File: src/rtl/tan_cordic.sv
// Single-precision tangent of an angle in degrees: degree->radian float multiply,
// CORDIC rotation in Q2.30, serial restoring Y/X divide, then truncating float pack.
module tan_cordic #(
   parameter int ITER = 24
) (
   input  logic        clk,
   input  logic        rst,
   input  logic [31:0] degree_angle,
   output logic        done,
   output logic [31:0] result,
   output logic [31:0] a_wire,
   output logic [31:0] radian_angle,
   output logic        start,
   output logic        startLoop,
   output logic        Y_signal,
   output logic        X_signal,
   output logic        angle_signal,
   output logic        t1_signal,
   output logic        t2_signal,
   output logic        verify_angleGreaterA,
   output logic        angleGreaterA,
   output logic        doneLoop
);

   localparam int IW = (ITER > 1) ? $clog2(ITER) : 1;

   localparam logic [2:0] S_IDLE   = 3'd0;
   localparam logic [2:0] S_MUL    = 3'd1;
   localparam logic [2:0] S_FIX    = 3'd2;
   localparam logic [2:0] S_LOOP_T = 3'd3;
   localparam logic [2:0] S_LOOP_U = 3'd4;
   localparam logic [2:0] S_DIV    = 3'd5;
   localparam logic [2:0] S_NORM   = 3'd6;

   localparam logic [31:0] K_Q230    = 32'h26DD3B6A;
   localparam logic [31:0] QNAN      = 32'h7FC00000;
   localparam logic [31:0] ATAN0_FLT = 32'h3F490FDB;

   function automatic logic [31:0] deg_to_rad(input logic [31:0] f);
      logic [47:0]       p;
      logic [22:0]       frac;
      logic              g;
      logic              s;
      logic [23:0]       m;
      logic signed [9:0] e;
      if (f[30:23] == 8'd0) return 32'd0;
      if (f[30:23] == 8'hFF) return QNAN;
      p = 48'({1'b1, f[22:0]}) * 48'(24'h8EFA35);
      if (p[47]) begin
         frac = p[46:24];
         g    = p[23];
         s    = |p[22:0];
         e    = $signed({2'b00, f[30:23]}) - 10'sd5;
      end else begin
         frac = p[45:23];
         g    = p[22];
         s    = |p[21:0];
         e    = $signed({2'b00, f[30:23]}) - 10'sd6;
      end
      // round-to-nearest-even; a carry out of the mantissa bumps the exponent
      m = {1'b0, frac} + {23'd0, g & (s | frac[0])};
      if (m[23]) e = e + 10'sd1;
      if (e <= 10'sd0) return {f[31], 31'd0};
      return {f[31], e[7:0], m[22:0]};
   endfunction

   function automatic logic [31:0] rad_to_q230(input logic [30:0] f);
      logic [31:0] m;
      m = {8'd0, 1'b1, f[22:0]};
      if (f[30:23] == 8'd0) return 32'd0;
      if (f[30:23] > 8'd127) return 32'h7FFFFFFF;
      if (f[30:23] >= 8'd120) return m << (f[30:23] - 8'd120);
      return m >> (8'd120 - f[30:23]);
   endfunction

   function automatic logic [31:0] atan_fix(input logic [IW-1:0] idx);
      case (int'(idx))
         0:  return 32'h3243F6A8;  1:  return 32'h1DAC6705;
         2:  return 32'h0FADBAFC;  3:  return 32'h07F56EA6;
         4:  return 32'h03FEAB76;  5:  return 32'h01FFD55B;
         6:  return 32'h00FFFAAA;  7:  return 32'h007FFF55;
         8:  return 32'h003FFFEA;  9:  return 32'h001FFFFD;
         10: return 32'h000FFFFF;  11: return 32'h0007FFFF;
         12: return 32'h0003FFFF;  13: return 32'h0001FFFF;
         14: return 32'h0000FFFF;  15: return 32'h00007FFF;
         16: return 32'h00003FFF;  17: return 32'h00001FFF;
         18: return 32'h00000FFF;  19: return 32'h000007FF;
         20: return 32'h000003FF;  21: return 32'h000001FF;
         22: return 32'h000000FF;  23: return 32'h0000007F;
         default: return 32'd0;
      endcase
   endfunction

   function automatic logic [31:0] atan_flt(input logic [IW-1:0] idx);
      case (int'(idx))
         0:  return ATAN0_FLT;     1:  return 32'h3EED6338;
         2:  return 32'h3E7ADBB0;  3:  return 32'h3DFEADD5;
         4:  return 32'h3D7FAADE;  5:  return 32'h3CFFEAAE;
         6:  return 32'h3C7FFAAB;  7:  return 32'h3BFFFEAB;
         8:  return 32'h3B7FFFAB;  9:  return 32'h3AFFFFEB;
         10: return 32'h3A7FFFFB;  11: return 32'h39FFFFFF;
         12: return 32'h39800000;  13: return 32'h39000000;
         14: return 32'h38800000;  15: return 32'h38000000;
         16: return 32'h37800000;  17: return 32'h37000000;
         18: return 32'h36800000;  19: return 32'h36000000;
         20: return 32'h35800000;  21: return 32'h35000000;
         22: return 32'h34800000;  23: return 32'h34000000;
         default: return 32'd0;
      endcase
   endfunction

   function automatic logic [4:0] lead_zeros(input logic [31:0] v);
      logic [4:0] n;
      n = 5'd0;
      for (int b = 0; b < 32; b++) if (v[b]) n = 5'(31 - b);
      return n;
   endfunction

   logic [2:0]        state_q, state_d;
   logic              first_q, first_d;
   logic              fix_ph_q, fix_ph_d;
   logic              bypass_q, bypass_d;
   logic              sign_q, sign_d;
   logic [31:0]       deg_q, deg_d;
   logic [31:0]       rad_q, rad_d;
   logic [31:0]       bypass_res_q, bypass_res_d;
   logic signed [31:0] x_q, x_d, y_q, y_d, z_q, z_d, t1_q, t1_d, t2_q, t2_d;
   logic [IW-1:0]     iter_q, iter_d;
   logic [31:0]       rem_q, rem_d, num_q, num_d, quot_q, quot_d;
   logic [4:0]        div_cnt_q, div_cnt_d;
   logic              done_q, done_d;
   logic [31:0]       result_q, result_d;
   logic [31:0]       a_wire_q, a_wire_d;
   logic              start_q, start_d;
   logic              loop_q, loop_d;
   logic              agrea_q, agrea_d;
   logic              done_loop_q, done_loop_d;
   logic              xs_q, xs_d, ys_q, ys_d, zs_q, zs_d;
   logic              t1s_q, t1s_d, t2s_q, t2s_d, vs_q, vs_d;

   logic [31:0]       y_pos;
   logic [32:0]       rem_ext;
   logic [4:0]        lz;
   logic [31:0]       norm_m;

   always_comb begin
      // NOTE: every next-state value defaults to its register (strobes to 0), so no path leaves a latch.
      state_d      = state_q;      first_d  = first_q;   fix_ph_d = fix_ph_q;
      bypass_d     = bypass_q;     sign_d   = sign_q;    deg_d    = deg_q;
      rad_d        = rad_q;        bypass_res_d = bypass_res_q;
      x_d = x_q;  y_d = y_q;  z_d = z_q;  t1_d = t1_q;  t2_d = t2_q;
      iter_d       = iter_q;       rem_d    = rem_q;     num_d    = num_q;
      quot_d       = quot_q;       div_cnt_d = div_cnt_q;
      done_d       = done_q;       result_d = result_q;  a_wire_d = a_wire_q;
      loop_d       = loop_q;       agrea_d  = agrea_q;
      start_d = 1'b0;  done_loop_d = 1'b0;
      xs_d = 1'b0;  ys_d = 1'b0;  zs_d = 1'b0;  t1s_d = 1'b0;  t2s_d = 1'b0;  vs_d = 1'b0;
      y_pos   = '0;
      rem_ext = {rem_q, num_q[31]};
      lz      = lead_zeros(quot_q);
      norm_m  = quot_q << lz;

      case (state_q)
         S_IDLE: begin
            if (first_q || (degree_angle != deg_q)) begin
               deg_d   = degree_angle;
               first_d = 1'b0;
               start_d = 1'b1;
               done_d  = 1'b0;
               state_d = S_MUL;
            end
         end
         S_MUL: begin
            rad_d   = deg_to_rad(deg_q);
            state_d = S_FIX;
         end
         S_FIX: begin
            if (!fix_ph_q) begin
               z_d      = $signed(rad_to_q230(rad_q[30:0]));
               sign_d   = deg_q[31];
               fix_ph_d = 1'b1;
               bypass_d = 1'b1;
               if (deg_q[30:0] >= 31'h42B40000) bypass_res_d = QNAN;
               else if (deg_q[30:23] == 8'd0) bypass_res_d = {deg_q[31], 31'd0};
               else bypass_d = 1'b0;
            end else begin
               fix_ph_d = 1'b0;
               if (bypass_q) begin
                  state_d = S_NORM;
               end else begin
                  x_d     = $signed(K_Q230);
                  y_d     = '0;
                  iter_d  = '0;
                  loop_d  = 1'b1;
                  state_d = S_LOOP_T;
               end
            end
         end
         S_LOOP_T: begin
            t1_d     = x_q >>> iter_q;
            t2_d     = y_q >>> iter_q;
            a_wire_d = atan_flt(iter_q);
            agrea_d  = ~z_q[31];
            t1s_d = 1'b1;  t2s_d = 1'b1;  vs_d = 1'b1;
            state_d  = S_LOOP_U;
         end
         S_LOOP_U: begin
            if (agrea_q) begin
               x_d = x_q - t2_q;
               y_d = y_q + t1_q;
               z_d = z_q - $signed(atan_fix(iter_q));
            end else begin
               x_d = x_q + t2_q;
               y_d = y_q - t1_q;
               z_d = z_q + $signed(atan_fix(iter_q));
            end
            xs_d = 1'b1;  ys_d = 1'b1;  zs_d = 1'b1;
            if (iter_q == IW'(ITER - 1)) begin
               // tiny negative sines at zero angle clamp to 0 for the unsigned divide
               y_pos       = y_d[31] ? 32'd0 : y_d;
               rem_d       = {8'd0, y_pos[31:8]};
               num_d       = {y_pos[7:0], 24'd0};
               quot_d      = '0;
               div_cnt_d   = '0;
               done_loop_d = 1'b1;
               loop_d      = 1'b0;
               state_d     = S_DIV;
            end else begin
               iter_d  = iter_q + IW'(1);
               state_d = S_LOOP_T;
            end
         end
         S_DIV: begin
            if (rem_ext >= {1'b0, x_q}) begin
               rem_d  = 32'(rem_ext - {1'b0, x_q});
               quot_d = {quot_q[30:0], 1'b1};
            end else begin
               rem_d  = rem_ext[31:0];
               quot_d = {quot_q[30:0], 1'b0};
            end
            num_d     = num_q << 1;
            div_cnt_d = div_cnt_q + 5'd1;
            if (div_cnt_q == 5'd31) state_d = S_NORM;
         end
         S_NORM: begin
            if (bypass_q) result_d = bypass_res_q;
            else if (quot_q == 32'd0) result_d = {sign_q, 31'd0};
            else result_d = {sign_q, 8'd134 - {3'd0, lz}, norm_m[30:8]};
            done_d  = 1'b1;
            state_d = S_IDLE;
         end
         default: state_d = S_IDLE;
      endcase
   end

   // NOTE: sequential state uses nonblocking assignments only, so every register samples pre-edge values.
   always_ff @(posedge clk or posedge rst) begin
      if (rst) begin
         state_q  <= S_IDLE;  first_q <= 1'b1;  fix_ph_q <= 1'b0;  bypass_q <= 1'b0;
         sign_q   <= 1'b0;    deg_q   <= '0;    rad_q    <= '0;    bypass_res_q <= '0;
         x_q <= '0;  y_q <= '0;  z_q <= '0;  t1_q <= '0;  t2_q <= '0;  iter_q <= '0;
         rem_q    <= '0;      num_q   <= '0;    quot_q   <= '0;    div_cnt_q <= '0;
         done_q   <= 1'b0;    result_q <= '0;   a_wire_q <= ATAN0_FLT;
         start_q  <= 1'b0;    loop_q  <= 1'b0;  agrea_q  <= 1'b0;  done_loop_q <= 1'b0;
         xs_q <= 1'b0;  ys_q <= 1'b0;  zs_q <= 1'b0;  t1s_q <= 1'b0;  t2s_q <= 1'b0;  vs_q <= 1'b0;
      end else begin
         state_q  <= state_d;  first_q <= first_d;  fix_ph_q <= fix_ph_d;  bypass_q <= bypass_d;
         sign_q   <= sign_d;   deg_q   <= deg_d;    rad_q    <= rad_d;     bypass_res_q <= bypass_res_d;
         x_q <= x_d;  y_q <= y_d;  z_q <= z_d;  t1_q <= t1_d;  t2_q <= t2_d;  iter_q <= iter_d;
         rem_q    <= rem_d;    num_q   <= num_d;    quot_q   <= quot_d;    div_cnt_q <= div_cnt_d;
         done_q   <= done_d;   result_q <= result_d; a_wire_q <= a_wire_d;
         start_q  <= start_d;  loop_q  <= loop_d;   agrea_q  <= agrea_d;   done_loop_q <= done_loop_d;
         xs_q <= xs_d;  ys_q <= ys_d;  zs_q <= zs_d;  t1s_q <= t1s_d;  t2s_q <= t2s_d;  vs_q <= vs_d;
      end
   end

   assign done                 = done_q;
   assign result               = result_q;
   assign a_wire               = a_wire_q;
   assign radian_angle         = rad_q;
   assign start                = start_q;
   assign startLoop            = loop_q;
   assign Y_signal             = ys_q;
   assign X_signal             = xs_q;
   assign angle_signal         = zs_q;
   assign t1_signal            = t1s_q;
   assign t2_signal            = t2s_q;
   assign verify_angleGreaterA = vs_q;
   assign angleGreaterA        = agrea_q;
   assign doneLoop             = done_loop_q;

endmodule

File: config.mk
export PLATFORM = sky130hd
export DESIGN_NAME = tan_cordic
export DESIGN_NICKNAME = d
export VERILOG_FILES = /design/src/rtl/tan_cordic.sv
export SDC_FILE = /design/constraint.sdc
export NUM_CORES = 2
export LEC_CHECK = 0
export BUFFER_PORTS_ARGS = -buffer_cell sky130_fd_sc_hd__buf_2
export CORE_ASPECT_RATIO = 0.7
export CORE_MARGIN = 5
export CORE_UTILIZATION = 55
export CTS_CLUSTER_SIZE = 30
export DETAILED_ROUTE_END_ITERATION = 6
export PLACE_DENSITY = 0.72
export SLEW_MARGIN = 10
export SYNTH_ARGS = -nofsm -noshare
export SYNTH_HDL_FRONTEND = slang
export SYNTH_SLANG_ARGS = --single-unit
File: constraint.sdc
create_clock -name clk -period 22.2 [get_ports clk]
set_input_delay 0 -clock clk [delete_from_list [all_inputs] [get_ports clk]]
set_output_delay 0 -clock clk [all_outputs]
set_load 0.005 [all_outputs]
Yosys cells after proc, flatten, opt, wreduce, memory -nomap -nowiden
Memories as Yosys holds them, arrays and structs flattened. A register that Yosys moved wholly into a read port is not among the register bits.
Index checks and enable logic that the tools add are counted.
{"block": "word_totals", "ff_bits": 440, "memories": 3, "rom_bits": 2880}
{"block": "classes", "muxes": 140, "eq_ne": 17, "n_shift": 5, "order_cmp": 5, "multipliers": 1, "n_reduce_logical": 21, "n_addsub": 16, "bitwise": 4}
{"memory": "(name not given)", "depth": 32, "width": 30, "read_ports": 1, "rd_clocked_by_memory_dff": 1, "write_ports": 0, "line_no": "95", "rtl": "case (int'(idx))"}
{"memory": "(name not given)", "depth": 32, "width": 30, "read_ports": 1, "rd_clocked_by_memory_dff": 0, "write_ports": 0, "line_no": "77", "rtl": "case (int'(idx))"}
{"memory": "(name not given)", "depth": 32, "width": 30, "read_ports": 1, "rd_clocked_by_memory_dff": 0, "write_ports": 0, "line_no": "77"}
{"cell": "2-to-1 mux 32 bit", "n": 32}
{"cell": "one-hot mux 32 bit (2 select lines)", "n": 6}
{"cell": "2-to-1 mux 5 bit", "n": 36}
{"cell": "subtractor 32 bit", "n": 4}
{"cell": "adder 32 bit", "n": 3}
{"cell": "2-to-1 mux 23 bit", "n": 4}
{"cell": "2-to-1 mux 10 bit", "n": 8}
{"cell": ">>> shifter 32 x 5 -> 32 bit", "n": 2}
{"cell": "2-to-1 mux 31 bit", "n": 2}
{"cell": "multiplier 24 x 24 -> 48 bit, second input constant", "n": 1}
{"cell": "2-to-1 mux 1 bit", "n": 42}
{"cell": "greater-or-equal comparator 33 x 32 -> 1 bit", "n": 1}
{"cell": "zero test 32 bit", "n": 1}
{"cell": "inequality test 32 bit", "n": 1}
{"cell": "<< shifter 24 x 8 -> 32 bit", "n": 1}
{"cell": "<< shifter 32 x 5 -> 31 bit", "n": 1}
{"cell": ">> shifter 24 x 8 -> 32 bit", "n": 1}
{"cell": "greater-or-equal comparator 31 bit, second input constant", "n": 1}
{"cell": "adder 23 x 1 -> 24 bit", "n": 1}
{"cell": "OR reduction 23 bit", "n": 1}
{"cell": "OR reduction 22 bit", "n": 1}
{"cell": "one-hot mux 5 bit (2 select lines)", "n": 2}
{"cell": "one-hot mux 3 bit (6 select lines)", "n": 1}
{"cell": "subtractor 8 x 3 -> 9 bit, second input constant", "n": 2}
{"cell": "26 further kinds", "n": 54}

Longest topological paths before layout
{"block": "depth", "ltp_word": 35, "ltp_mapped": 37, "depth_no_buf": 35}

Worst setup path after synthesis
Ideal clock, no wire load.
{"block": "synth_timing", "path_type": "reg2reg", "start": "register deg_q[5]", "end": "register rad_q[10], in the netlist radian_angle[10]", "path_stages_with_launch": 30, "synth_period_minus_slack_ps": 8434, "arrival_ps": 8300, "slack_ps": 13766, "path_buffers": 1, "setup_time_ps": 134, "path_cell_list": "dfrtp_1 inv_1 fa_1 inv_1 fa_1 inv_1 fa_1 fa_1 inv_1 fa_1 fa_1 inv_1 fa_1 inv_1 ha_1 a21oi_1 o21ai_0 a2111oi_0 a21oi_2 xnor2_1 nor4b_4 and4_1 nand4_1 or4b_4 nor4_4 nand4_2 mux2_4 nor3_4 buf_6 o41ai_2"}
{"block": "synth_via", "elab_chain_len": 21, "word_cells_on_any_way": 36, "cone_classes": "add/sub (2); mul (1); order compare (1); mux (28); bitwise (2); reduce/logical (2)"}
{"element": "start: declaration", "line_no": "124", "rtl": "logic [31:0] deg_q, deg_d;"}
{"element": "start signal: assignment", "line_no": "268", "rtl": "sign_q <= sign_d; deg_q <= deg_d; rad_q <= rad_d; bypass_res_q <= bypass_res_d;"}
{"element": "multiplier 24 x 24 -> 48 bit *", "line_no": "48", "rtl": "p = 48'({1'b1, f[22:0]}) * 48'(24'h8EFA35);"}
{"element": "OR reduction 23 bit / OR reduction 22 bit (equally long branches)", "line_no": "52, 57"}
{"element": "2-to-1 mux 1 bit", "line_no": "49", "rtl": "if (p[47]) begin"}
{"element": "2-to-1 mux 1 bit", "line_no": "48"}
{"element": "2-to-1 mux 1 bit", "line_no": "47", "rtl": "if (f[30:23] == 8'hFF) return QNAN;"}
{"element": "2-to-1 mux 1 bit", "line_no": "163", "rtl": "case (state_q)"}
{"element": "bitwise OR 1 bit", "line_no": "61", "rtl": "m = {1'b0, frac} + {23'd0, g & (s | frac[0])};"}
{"element": "bitwise AND 1 bit", "line_no": "61"}
{"element": "[... 5 more ...]"}
{"element": "<= comparator 10 x 1 -> 1 bit", "line_no": "63", "rtl": "if (e <= 10'sd0) return {f[31], 31'd0};"}
{"element": "2-to-1 mux 1 bit", "line_no": "63"}
{"element": "2-to-1 mux 1 bit", "line_no": "48"}
{"element": "2-to-1 mux 1 bit", "line_no": "47"}
{"element": "2-to-1 mux 1 bit", "line_no": "163"}
{"element": "2-to-1 mux 32 bit *", "line_no": "64", "rtl": "return {f[31], e[7:0], m[22:0]};"}
{"element": "2-to-1 mux 32 bit *", "line_no": "48"}
{"element": "2-to-1 mux 32 bit *", "line_no": "47"}
{"element": "end signal: assignment", "line_no": "268"}
{"element": "end: declaration", "line_no": "125", "rtl": "logic [31:0] rad_q, rad_d;"}
Mark *: on every way between the ends. The rest lies on a longest branch, timed or not. The select of a mux whose other input is x is not followed.
A chain may end at the register's enable or synchronous reset.

Final worst setup path
{"block": "layout_timing", "start": "register deg_q[16]", "end": "register rad_q[5], in the netlist radian_angle[5]"}
Same word-level chain as after synthesis.

==> results.yml <==
outcome:
  status: "finished, final reports clean"
timing:
  fmax_mhz: 97.7
  hold_slack_ns: 0.160
  final_hold_viol_count: 0
  setup_viol: 0
  period_needed_ns: 10.24
  tightest_slew_ns: 1.18
  finalCritPeriodShare: 0.461
  maxSlewViolCount: 0
  worst_slack_ns: 11.96
  relSlewSlack: 0.214
  skew_ns: 0.0282
  grt_setup_unrepaired: "no"
  fin_tns_setup_ns: 0
final_layout:
  layout-drive-gt1-share: 0.0915
  diodes: 0
  num-nets-final: 6007
  area_growth_pct: 6.75
yosys:
  ys_top_cells_by_count: "662 x nand2_1, 588 x inv_1, 381 x a21oi_1, 379 x ha_1, 360 x dfrtp_1"
  yosysWarningCount: 0
  ys_top_cells_by_area: "dfrtp_1 20%, fa_1 11%, ha_1 11%"
  synth_area_per_cell_um2: 8.33
  synthArstFlopShare: 1.00
  synthCells: 5388
  synth_top_cell_by_area: "dfrtp_1"
  yosys.cell_count.top_type: "nand2_1"
  ys_ff_latch: 376
  netlist.area_leader.share: 0.201
  synthFlopType: "dfrtp_1"
  syn_area_um2: 44900
  synth.lib_cells_used.distinct: 108
  synth-edff-count: 0
  ys_seq_area_frac: 0.210
power_and_ir_drop:
  leakagePower_nw: 22.5
  vdd_ir_drop_max_mv: 0.0449
  p_per_area_nw_per_um2: 31.0
  p_total_w: 0.00148
routing:
  top_layer: "met5"
  routed_wl_um: 142000
  drtPass1Iterations: 6
  drc: 0
  route.met2.wl_um: 54500
  drtAntennaViolNets: 0
  via_per_inst: 6.26
  vias: 40352
  wl_met1_um: 65400
  drt_iter0_drc: 4633
  wl_met3_um: 19600
  wl_per_cell_um: 22.0
worst_setup_path:
  rr_endpoint: "radian_angle[5]"
  endpoint_kind: "register"
  startpoint_type: "register"
  worst-path-max-fanout: 28
  required_ns: 22.62
  worstPathArrival_ns: 10.66
  r2r_slack_ns: 11.96
  rr_worst_depth: 26
  startpoint: "deg_q[16]"
  r2r-start: "deg_q[16]"
  critPathKind: "register to register"
grt:
  grt_pass1_wl_um: 222000
  grt.overflow.total: 0
  grt_max_degree: 129
  track_usage: 0.318
  grt_pass1_vias: 37481
  antenna_found_initial: 1
clock_tree:
  holdBufCountCts: 33
  cts_sinks: 376
  cts_inserted_buffers: 43
  clock_latency_ns: 0.60
  max-clock-path-buffers: 3
  path_clk_slew_ns: 0.06
  cts_tree: "built"
  postCtsSetupBuffers: 0
  h-tree-depth: 2
  cts_root_buffer: "clkbuf_16"
  cts_resized: 0
hold_path:
  min_to: "deg_q[26]"
  hold_depth: 4
  min_from: "degree_angle[26]"
  holdCritPathClass: "input pin to register"
placement:
  port_buffers: 138
  gp_congestion: 1.02
  post-place-ws_ns: 12.06
  dp_hpwl_um: 108000
job:
  maxCapViolCount: 0
die:
  row_count: 87
  die_h_um: 249
  die-area_um2: 87500
  coreArea_um2: 80700
  start_util: 0.556
  die_w_um: 351
  pin_count: 141
==> layout make-up <==
class	count	area, µm²
inverter	593	2230
multi-input combinational	4105	32000
fill	7217	32800
timing repair buffer	224	1420
clock buffer	60	1240
tap	1068	1340
sequential	376	9440
clock inverter	19	226
==> stage by stage <==
step / cells / cell area (µm²) / util
2_1_floorplan: 5389 / 44900 / -
3_3_place_gp: 6333 / 46100 / 0.572
3_5_place_dp: 6333 / 46100 / 0.572
4_1_cts: 6445 / 47900 / 0.594
5_1_grt: 6445 / 47900 / 0.594
6_report: 6445 / 47900 / 0.594
==> where the power goes <==
group / internal, W / switching [W] / total (W)
Combinational: 0.00000808 / 0.0000204 / 0.0000285
Clock: 0.000440 / 0.000328 / 0.000769
Sequential: 0.000685 / 0 / 0.000685
==> cell families (layout without fill, tap and decap cells) <==
| logic type | after synthesis | after routing | share of synthesized area |
|---|---|---|---|
| AOI/OAI and AO/OA | 1423 | 1423 | 0.204 |
| xor gates and xnor gates | 284 | 284 | 0.0560 |
| adders and majority gates | 630 | 630 | 0.218 |
| buffers and inverters | 908 | 896 | 0.0786 |
| DFF | 376 | 376 | 0.210 |
| muxes | 261 | 261 | 0.0823 |
| other | 1 | 2 | 0.0000836 |
| and+or+nand+nor | 1505 | 1505 | 0.151 |
==> flip-flops by register name (all words and copies together) (netlist names), 22 cells and up <==
| signal | cells |
|---|---|
| a_wire | 22 |
| deg_q | 32 |
| quot_q | 32 |
| radian_angle | 32 |
| rem_q | 32 |
| result | 32 |
| t1_q | 32 |
| t2_q | 32 |
| x_q | 32 |
| y_q | 32 |
| z_q | 32 |
==> layer usage <==
| metal | global-route usage | up-vias |
|---|---|---|
| li1 | - | 18714 |
| met1 | 0.492 | 19473 |
| met2 | 0.418 | 1996 |
| met3 | 0.127 | 165 |
| met4 | 0.0480 | 4 |
| met5 | 0.0243 | - |
==> worst max-delay path, cell delays in order, from the launching register on <==
cell     delay [ns]
dfrtp_1        0.54
inv_1          0.22
fa_1           0.58
inv_1          0.05
fa_1           0.47
fa_1           0.51
inv_1          0.06
fa_1           0.52
inv_1          0.05
fa_1           0.47
fa_1           0.51
inv_1          0.05
fa_1           0.55
inv_1          0.07
ha_1           0.47
nand4_1        0.17
nor3_1         0.63
nand4_2        0.21
a211o_2        0.43
nand3_2        0.45
mux2i_1        0.15
or4b_4         0.62
nor4_4         0.61
nand4_2        0.22
mux2_4         0.36
nor3_4         0.87
o41ai_1        0.19
==> cells in the final DEF, fill, tap and decap left out, types with 62 or more instances in the layout <==
master | Yosys | routed
o21ai_0 | 355 | 355
mux2i_1 | 139 | 139
dfrtp_1 | 360 | 353
a21oi_1 | 381 | 381
nand3_1 | 104 | 104
mux4_2 | 82 | 82
nor3_1 | 100 | 100
xnor2_1 | 159 | 158
ha_1 | 379 | 379
nor2_1 | 353 | 352
xor2_1 | 123 | 123
o22ai_1 | 62 | 62
nand2_1 | 662 | 659
inv_1 | 588 | 586
fa_1 | 251 | 251
buf_2 | 4 | 138
a21o_1 | 74 | 74
==> worst max-delay path by stage <==
stage,end
floorplan,a_wire[12]
global placement,radian_angle[21]
detailed placement,radian_angle[20]
CTS,radian_angle[20]
global route,radian_angle[5]
finish,radian_angle[5]
(Power assumes the default switching activity.)
